File: config.mk
export PLATFORM = sky130hd
export DESIGN_NAME = ultrasonic_sequencer
export DESIGN_NICKNAME = d
export VERILOG_FILES = /design/src/rtl/ultrasonic_pkg.sv /design/src/rtl/ultrasonic_tick_gen.sv /design/src/rtl/ultrasonic_sequencer.sv
export SDC_FILE = /design/constraint.sdc
export NUM_CORES = 1
export LEC_CHECK = 0
export BUFFER_PORTS_ARGS = -buffer_cell sky130_fd_sc_hd__buf_2
export CORE_MARGIN = 2
export CORE_UTILIZATION = 60
export CTS_CLUSTER_DIAMETER = 200
export DETAILED_ROUTE_END_ITERATION = 10
export PLACE_DENSITY = 0.79
export SLEW_MARGIN = 20
export SYNTH_ARGS = -nofsm -noshare
export SYNTH_HDL_FRONTEND = slang
export SYNTH_HIERARCHICAL = 1
export SYNTH_SLANG_ARGS = --single-unit
File: constraint.sdc
create_clock -name CLKOUTD -period 6.34 [get_ports CLKOUTD]
set_input_delay 1.268 -clock CLKOUTD [delete_from_list [all_inputs] [get_ports CLKOUTD]]
set_output_delay 1.268 -clock CLKOUTD [all_outputs]
set_load 0.01 [all_outputs]
File: src/rtl/ultrasonic_pkg.sv
// Shared definitions for the ultrasonic ranging path.
//   COUNT_W : width of the echo tick count handed to the divisor
//   state_e : sequencer state encoding
package ultrasonic_pkg;

  localparam int COUNT_W = 8;

  typedef enum logic [2:0] {
    S_IDLE,
    S_TRIG,
    S_WAIT_ECHO,
    S_MEASURE,
    S_CALC,
    S_WAIT_DIV,
    S_GAP
  } state_e;

endpackage

File: src/rtl/ultrasonic_tick_gen.sv
// Echo-tick prescaler: emits a one-cycle tick every TICK_DIV enabled cycles.
//   clk, rst_n : clock, async active-low reset
//   en         : prescaler runs while high, held at zero otherwise
//   restart    : zero the prescaler so the next cycle starts a fresh period
//   tick       : high on the last cycle of each period
module ultrasonic_tick_gen #(
  parameter int TICK_DIV = 58
) (
  input  logic clk,
  input  logic rst_n,
  input  logic en,
  input  logic restart,
  output logic tick
);

  localparam int PW = $clog2(TICK_DIV);
  localparam logic [PW-1:0] LAST = PW'(TICK_DIV - 1);

  logic [PW-1:0] cnt_q, cnt_d;

  // Not gated by restart: a tick on the cycle that leaves a state still counts.
  assign tick = en & (cnt_q == LAST);

  always_comb begin
    cnt_d = cnt_q + 1'b1;
    if (restart || !en || cnt_q == LAST) cnt_d = '0;
  end

  always_ff @(posedge clk or negedge rst_n) begin
    if (!rst_n) cnt_q <= '0;
    else        cnt_q <= cnt_d;
  end

endmodule

File: src/rtl/ultrasonic_sequencer.sv
// Ultrasonic measurement sequencer: trigger, echo timing, divisor handshake,
// recovery gap.
//   CLKOUTD, reset          : clock, async active-low reset
//   start, auto_mode        : one-shot request / continuous re-arm after gap
//   echo                    : raw sensor echo (synchronised here)
//   trig                    : sensor trigger pulse
//   div_count/div_calculate : operand and start level to the divisor
//   div_result/div_done     : divisor quotient and its valid flag
//   distance/valid          : last good quotient, 1-cycle update pulse
//   busy, err_timeout       : not idle / 1-cycle pulse on any timeout
module ultrasonic_sequencer
  import ultrasonic_pkg::*;
#(
  parameter int TRIG_CYCLES   = 10,
  parameter int TICK_DIV      = 58,
  parameter int ECHO_WAIT_MAX = 255,
  parameter int DIV_WAIT_MAX  = 64,
  parameter int GAP_CYCLES    = 100
) (
  input  logic               CLKOUTD,
  input  logic               reset,
  input  logic               start,
  input  logic               auto_mode,
  input  logic               echo,
  output logic               trig,
  output logic [COUNT_W-1:0] div_count,
  output logic               div_calculate,
  input  logic [COUNT_W-1:0] div_result,
  input  logic               div_done,
  output logic [COUNT_W-1:0] distance,
  output logic               valid,
  output logic               busy,
  output logic               err_timeout
);

  localparam int CNT_W = 16;
  localparam logic [CNT_W-1:0] CNT_MAX = CNT_W'((1 << COUNT_W) - 1);

  state_e               state_q, state_d;
  logic [CNT_W-1:0]     cnt_q, cnt_d;
  logic                 echo_s1_q, echo_s2_q, echo_d_q;
  logic                 trig_q, trig_d;
  logic [COUNT_W-1:0]   div_count_q, div_count_d;
  logic                 div_calc_q, div_calc_d;
  logic [COUNT_W-1:0]   distance_q, distance_d;
  logic                 valid_q, valid_d;
  logic                 busy_q, busy_d;
  logic                 err_q, err_d;
  logic                 tick, rise, fall, inc;

  assign rise = echo_s2_q & ~echo_d_q;
  assign fall = ~echo_s2_q & echo_d_q;
  // Echo was high during this tick; includes the falling-edge cycle.
  assign inc  = tick & (echo_s2_q | fall);

  ultrasonic_tick_gen #(.TICK_DIV(TICK_DIV)) u_tick (
    .clk     (CLKOUTD),
    .rst_n   (reset),
    .en      ((state_q == S_WAIT_ECHO) || (state_q == S_MEASURE)),
    .restart (state_d != state_q),
    .tick    (tick)
  );

  always_comb begin
    state_d     = state_q;
    cnt_d       = cnt_q + 1'b1;
    div_count_d = div_count_q;
    div_calc_d  = div_calc_q;
    distance_d  = distance_q;
    valid_d     = 1'b0;
    err_d       = 1'b0;
    case (state_q)
      S_IDLE: if (start) state_d = S_TRIG;
      S_TRIG: if (cnt_q == CNT_W'(TRIG_CYCLES - 1)) state_d = S_WAIT_ECHO;
      S_WAIT_ECHO: begin
        cnt_d = cnt_q;
        if (rise) state_d = S_MEASURE;
        else if (tick) begin
          if (cnt_q == CNT_W'(ECHO_WAIT_MAX - 1)) begin
            err_d   = 1'b1;
            state_d = S_GAP;
          end else cnt_d = cnt_q + 1'b1;
        end
      end
      S_MEASURE: begin
        cnt_d = cnt_q;
        if (inc && cnt_q == CNT_MAX) begin
          err_d   = 1'b1;
          state_d = S_GAP;
        end else if (fall) begin
          div_count_d = cnt_q[COUNT_W-1:0] + COUNT_W'(inc);
          state_d     = S_CALC;
        end else if (inc) cnt_d = cnt_q + 1'b1;
      end
      S_CALC: begin
        div_calc_d = 1'b1;
        state_d    = S_WAIT_DIV;
      end
      S_WAIT_DIV: begin
        if (div_done) begin
          distance_d = div_result;
          valid_d    = 1'b1;
          div_calc_d = 1'b0;
          state_d    = S_GAP;
        end else if (cnt_q == CNT_W'(DIV_WAIT_MAX - 1)) begin
          div_calc_d = 1'b0;
          err_d      = 1'b1;
          state_d    = S_GAP;
        end
      end
      S_GAP: if (cnt_q == CNT_W'(GAP_CYCLES - 1)) state_d = auto_mode ? S_TRIG : S_IDLE;
      default: state_d = S_IDLE;
    endcase
    // Every state measures its own dwell from zero.
    if (state_d != state_q) cnt_d = '0;
    trig_d = (state_d == S_TRIG);
    busy_d = (state_d != S_IDLE);
  end

  always_ff @(posedge CLKOUTD or negedge reset) begin
    if (!reset) begin
      state_q     <= S_IDLE;
      cnt_q       <= '0;
      echo_s1_q   <= 1'b0;
      echo_s2_q   <= 1'b0;
      echo_d_q    <= 1'b0;
      trig_q      <= 1'b0;
      div_count_q <= '0;
      div_calc_q  <= 1'b0;
      distance_q  <= '0;
      valid_q     <= 1'b0;
      busy_q      <= 1'b0;
      err_q       <= 1'b0;
    end else begin
      state_q     <= state_d;
      cnt_q       <= cnt_d;
      echo_s1_q   <= echo;
      echo_s2_q   <= echo_s1_q;
      echo_d_q    <= echo_s2_q;
      trig_q      <= trig_d;
      div_count_q <= div_count_d;
      div_calc_q  <= div_calc_d;
      distance_q  <= distance_d;
      valid_q     <= valid_d;
      busy_q      <= busy_d;
      err_q       <= err_d;
    end
  end

  assign trig          = trig_q;
  assign div_count     = div_count_q;
  assign div_calculate = div_calc_q;
  assign distance      = distance_q;
  assign valid         = valid_q;
  assign busy          = busy_q;
  assign err_timeout   = err_q;

endmodule

# Word level (Yosys, flattened, before mapping)
# Cells that the tools add are included.
[word_totals]
ram_bits = 0
wordCells = 90
latch_bits = 0
rom_bits = 0
memories = 0
reg_bits = 49
[classes]
order_cmp = 0
eq_ne = 21
mul = 0
add_sub_neg = 3
n_mux = 33
n_reduce_logical = 12
n_bitwise = 8
shift = 0
n_div = 0
[ops]
columns = ["operator", "count"]
rows = [
  ["$mux W16", 7],
  ["$eq A16 B8 Y1 const B", 2],
  ["$pmux W16 S2", 1],
  ["$mux W3", 10],
  ["$pmux W3 S7", 1],
  ["$ne A3 B2 Y1 const B", 6],
  ["$add A16 B1 Y16 const B", 1],
  ["$eq A16 B4 Y1 const B", 1],
  ["$eq A16 B6 Y1 const B", 1],
  ["$eq A16 B7 Y1 const B", 1],
  ["$mux W1", 11],
  ["$eq A3 B3 Y1 const B", 3],
  ["$add A8 B1 Y8", 1],
  ["$add A6 B1 Y6 const B", 1],
  ["$eq A3 B1 Y1 const B", 2],
  ["$eq A3 B2 Y1 const B", 2],
  ["$eq A6 B6 Y1 const B", 1],
  ["$mux W6", 1],
  ["$reduce_and A6 Y1", 1],
  ["$and A1 B1 Y1", 4],
  ["$reduce_and A2 Y1", 2],
  ["$logic_not A3 Y1", 1],
  ["$logic_or A1 B1 Y1", 3],
  ["$ne A3 B3 Y1", 1],
  ["10 further kinds", 12],
]

# Longest topological paths before layout
[logic_depth]
depth_word = 11
ltp_mapped = 14
ltp_nobuf = 12

# Modules after synthesis
# Netlist, hierarchy kept.
[by_module_without_submodules]
columns = ["module", "area_each_um2", "instances", "cells_each"]
rows = [
  ["ultrasonic_sequencer", 2285.9, 1, 228],
  ["ultrasonic_tick_gen", 290.3, 1, 27],
]

# Worst setup path after synthesis
# OpenSTA, ideal clock, no wires.
[synth_timing]
path_type = "input -> register"
start = "input port div_done"
end = "register u_tick.cnt_q[5]"
required_ns = 6.266
path_slack_ns = 3.421
arrival_ns = 2.845
n_path_buf = 2
path_stages = 9
cell_sequence = "a41o_1 mux2i_1 nor2_1 or4_1 buf_4 buf_4 nor2b_1 o21ai_1 a21oi_2"
[synth_via]
elab_chain_len = 6
[synth_lines]
columns = ["element", "line_no", "rtl"]
rows = [
  ["start: declaration", "ultrasonic_sequencer.sv:29", "input logic div_done,"],
  ["$mux W3", "ultrasonic_sequencer.sv:100", "if (div_done) begin"],
  ["$pmux W3 S7", "ultrasonic_sequencer.sv:72", "case (state_q)"],
  ["$ne A3 B3 Y1", "ultrasonic_sequencer.sv:60", ".restart (state_d != state_q),"],
  ["$logic_or A1 B1 Y1 (2 in a row)", "ultrasonic_tick_gen.sv:26", "if (restart || !en || cnt_q == LAST) cnt_d = '0;"],
  ["$mux W6", "ultrasonic_tick_gen.sv:26", ""],
  ["named net u_tick.cnt_d[5]", "ultrasonic_tick_gen.sv:19", "logic [PW-1:0] cnt_q, cnt_d;"],
  ["end signal: assignment", "ultrasonic_tick_gen.sv:31", "else cnt_q <= cnt_d;"],
  ["end: declaration", "ultrasonic_tick_gen.sv:19", ""],
]
# The timed path passes the listed nets, and every way through them passes these cells.
# A chain may end at the register's enable or synchronous reset.

# Final worst setup path
[layout_timing]
start = "register state_q[2]"
end = "register u_tick.cnt_q[2]"
[layout_via]
elab_chain_len = 11
[layout_lines]
columns = ["element", "line_no", "rtl"]
rows = [
  ["start: declaration", "ultrasonic_sequencer.sv:39", "state_e state_q, state_d;"],
  ["start signal: assignment", "ultrasonic_sequencer.sv:135", "state_q <= state_d;"],
  ["$eq A3 B2 Y1", "ultrasonic_sequencer.sv:59", ".en ((state_q == S_WAIT_ECHO) || (state_q == S_MEASURE)),"],
  ["$logic_or A1 B1 Y1 *", "ultrasonic_sequencer.sv:59", ""],
  ["$and A1 B1 Y1 *", "ultrasonic_tick_gen.sv:22", "assign tick = en & (cnt_q == LAST);"],
  ["named net tick", "ultrasonic_sequencer.sv:49", "logic tick, rise, fall, inc;"],
  ["$and A1 B1 Y1", "ultrasonic_sequencer.sv:54", "assign inc = tick & (echo_s2_q | fall);"],
  ["$logic_and A1 B1 Y1", "ultrasonic_sequencer.sv:87", "if (inc && cnt_q == CNT_MAX) begin"],
  ["$mux W3", "ultrasonic_sequencer.sv:87", ""],
  ["$pmux W3 S7 *", "ultrasonic_sequencer.sv:72", ""],
  ["$ne A3 B3 Y1 *", "ultrasonic_sequencer.sv:60", ""],
  ["$logic_or A1 B1 Y1 * (2 in a row)", "ultrasonic_tick_gen.sv:26", ""],
  ["$mux W6 *", "ultrasonic_tick_gen.sv:26", ""],
  ["named net u_tick.cnt_d[2]", "ultrasonic_tick_gen.sv:19", ""],
]
# The timed path passes the listed nets; every way through them passes the cells marked *.

==> results_dict.tcl <==
set metrics [dict create \
    synth_top_family_by_area "simple AND/OR/NAND/NOR gates" \
    place_congestion 0.874 \
    cts_tree "done" \
    min-delay-start "echo_s1_q$_DFF_PN0_" \
    crit_fanout 17 \
    synthAdderAreaFrac_pct 3.40 \
    cts_resized 0 \
    wire_per_inst_microns 14.3 \
    met2WireLength_microns 2230 \
    cp_top_family "simple AND/OR/NAND/NOR gates" \
    drv_cap 0 \
    areaGrowthSynthToFinish_pct 10.7 \
    endpoint_kind "flop" \
    r2r-start "state_q[2]$_DFF_PN0_" \
    overflow 0 \
    netSwitchingPower_mw 0.376 \
    synthMuxAreaShare_pct 4.76 \
    ctsHoldBuffers 0 \
    rsz0062_at_grt "no" \
    postCtsSetupBuffers 0 \
    routed_wl_microns 4800 \
    crit_arrival_ns 3.79 \
    worstPathRequired_ns 6.52 \
    p_int_mw 0.660 \
    crit_slowest_cell "or4_1" \
    viasPerCell 5.79 \
    grt_max_degree 50 \
    final_cells 335 \
    start_util_pct 63.5 \
    outcome "completed" \
    syn_nets 276 \
    wirelength_met1_microns 2310 \
    cts_buffer_depth 2 \
    ys_types 49 \
    fp.dieArea_sq_um 4830 \
    synth_top_area_share_pct 47.6 \
    grt_pass1_wl_microns 8540 \
    period_share_pct 56.9 \
    clk_pin_slew_ns 0.09 \
    critPathBufInv 0 \
    syn_area_per_cell_sq_um 10.1 \
    clock-sinks 49 \
    placed_area_sq_um 2740 \
    synth-xor-area-share_pct 7.48 \
    cp-startpoint "state_q[2]$_DFF_PN0_" \
    finalMaxSlewViolations 0 \
    setup_tns_ns 0 \
    cts_buffers 5 \
    fp.dieW_microns 69.5 \
    min_period_ns 3.60 \
    maxSlewHeadroom_pct 41.6 \
    clk_latency_ns 0.31 \
    ioPinCount 35 \
    synth-warning-count 6 \
    p_per_area_nw_per_um2 363 \
    peakVddDrop_mv 0.184 \
    p_leak_nw 1.28 \
    coreArea_sq_um 4060 \
    yosysTopAreaCell "dfrtp_1" \
    nNetsFinal 305 \
    top_layer "met4" \
    multiInputGateArea_sq_um 1260 \
    io_buffers 34 \
    synth_compound_area_share_pct 8.16 \
    power_mw 1.04 \
    via_count 1940 \
    regArea_sq_um 1230 \
    finClkSkew_ns 0.00737 \
    ys_ff_latch 49 \
    cts_max_level 2 \
    drive_gt1_share_pct 22.8 \
    synthSimpleGateAreaFrac_pct 25.1 \
    cpPeakStageDelay_ns 0.55 \
    dp_hpwl_microns 3420 \
    syn_area_sq_um 2580 \
    mostFrequentLayoutCells "49 x dfrtp_1, 36 x nor2_1, 33 x buf_2" \
    hold_ws_ns 0.354 \
    p_comb_share_pct 34.9 \
    worst_pin_slew_ns 0.875 \
    async_reset_ff_share_pct 100 \
    nFillCells 325 \
    track_usage_pct 21.9 \
    layout_commonest_cell "dfrtp_1" \
    setup_viol 0 \
    netlist_top_cells_area "dfrtp_1 48%, xor2_1 5.4%, nor2_1 5.2%, mux2_2 4.4%, nand3_1 3.9%" \
    path_class "reg -> reg" \
    p_clk_share_pct 19.3 \
    synth_edf_count 0 \
    clockRootBuffer "clkbuf_8" \
    netlist_instances 255 \
    ys_seq_area_share_pct 47.6 \
    first_global_vias 1898 \
    p_sw_share_pct 36.3 \
    finalHoldViolations 0 \
    diodes 0 \
    drt_first_iter_violations 135 \
    path_common_cell "nor2_1" \
    synth_ff_type "dfrtp_1" \
    die_h_microns 69.5 \
    pwr-share-seq_pct 45.8 \
    max_freq_mhz 277 \
    hp-class "reg -> reg" \
    dp.cells 326 \
    drtAntennaViolNets 0 \
    antenna_found_initial 0 \
    drc_errors 0 \
    wl_met3_microns 190 \
    crit_chain "nor2_1 -> nor3b_1 -> nand4_1 -> nor4_4 -> o2111ai_1 -> nand3_1 -> or4_1 -> nor2b_1 -> o21ai_1 -> nor2_1" \
    first_pass_iters 4 \
    rows 23 \
    start_kind "flop" \
    stdcell_area_sq_um 2850 \
]
[Yosys cell counts (3+ instances only)]
cell type	number
ha_1	7
buf_2	9
nand3_1	20
xnor2_1	6
nor2b_1	3
dfrtp_1	49
nor2_1	36
mux2_2	10
nand2b_1	4
a21oi_1	9
inv_1	6
nand4_1	12
xor2_1	16
and2_1	3
nand2_1	9
and3_1	3
o21ai_0	5
or4_4	3
nor3_1	3
[worst paths after layout]
path | depth (start not counted) | slack [ns] | endpoint
max | 10 | 2.74 | u_tick/cnt_q[2]$_DFF_PN0_
max reg2reg | 10 | 2.74 | u_tick/cnt_q[2]$_DFF_PN0_
max in group asynchronous | 1 | 4.97 | distance[3]$_DFFE_PN0P_
min | 0 | 0.35 | echo_s2_q$_DFF_PN0_
min in group asynchronous | 1 | 0.97 | div_calculate$_DFFE_PN0P_
min reg2reg | 0 | 0.35 | echo_s2_q$_DFF_PN0_
[layout make-up]
type	instances	share of cell area, %
clock buffers	7	3.38
clock inverters	1	0.175
inverters	6	0.789
multi-input cells	187	44.2
well taps	50	2.19
flip-flops and latches	49	43.0
repair buffers	35	6.32
[metrics by stage]
stage	util [%]	worst slack (ns)
finish	70.3	2.74
global placement	67.6	2.86
detailed placement	67.6	2.75
floorplan	-	3.42
CTS	70.1	2.75
global route	70.3	2.27
[cells by family (layout without fill, tap and decap cells)]
kind of cell,count (synthesis),count (layout)
simple gates,115,115
flops,49,49
compound gates,32,32
xor+xnor,22,22
buf+inv,19,49
mux,11,11
fa+ha+maj,7,7
[routing by layer]
metal	vias to the layer above	GRT usage, %
li1	960	-
met3	5	5.23
met5	-	0
met4	0	7.84
met2	35	34.4
met1	940	29.7
[power groups by stage]
stage	clock [mW]	sequential [mW]	combinational, mW
2_1_floorplan	0	0.481	0.254
5_1_grt	0.219	0.491	0.410
6_report	0.200	0.475	0.361
3_5_place_dp	0	0.481	0.361
3_3_place_gp	0	0.478	0.354
4_1_cts	0.205	0.475	0.363
[worst reg2reg max path, delay by kind of cell, from the launching register on]
kind,cells,cell delay (ns)
compound gates,2,0.77
flops,1,0.50
simple gates,8,2.22
[flip-flops by register name, indices dropped and copies added (netlist names), 3 cells and up]
name,flops
cnt_q,16
state_q,3
div_count,8
distance,8
u_tick/cnt_q,6
No activity file was read; power rests on OpenSTA's default activity.
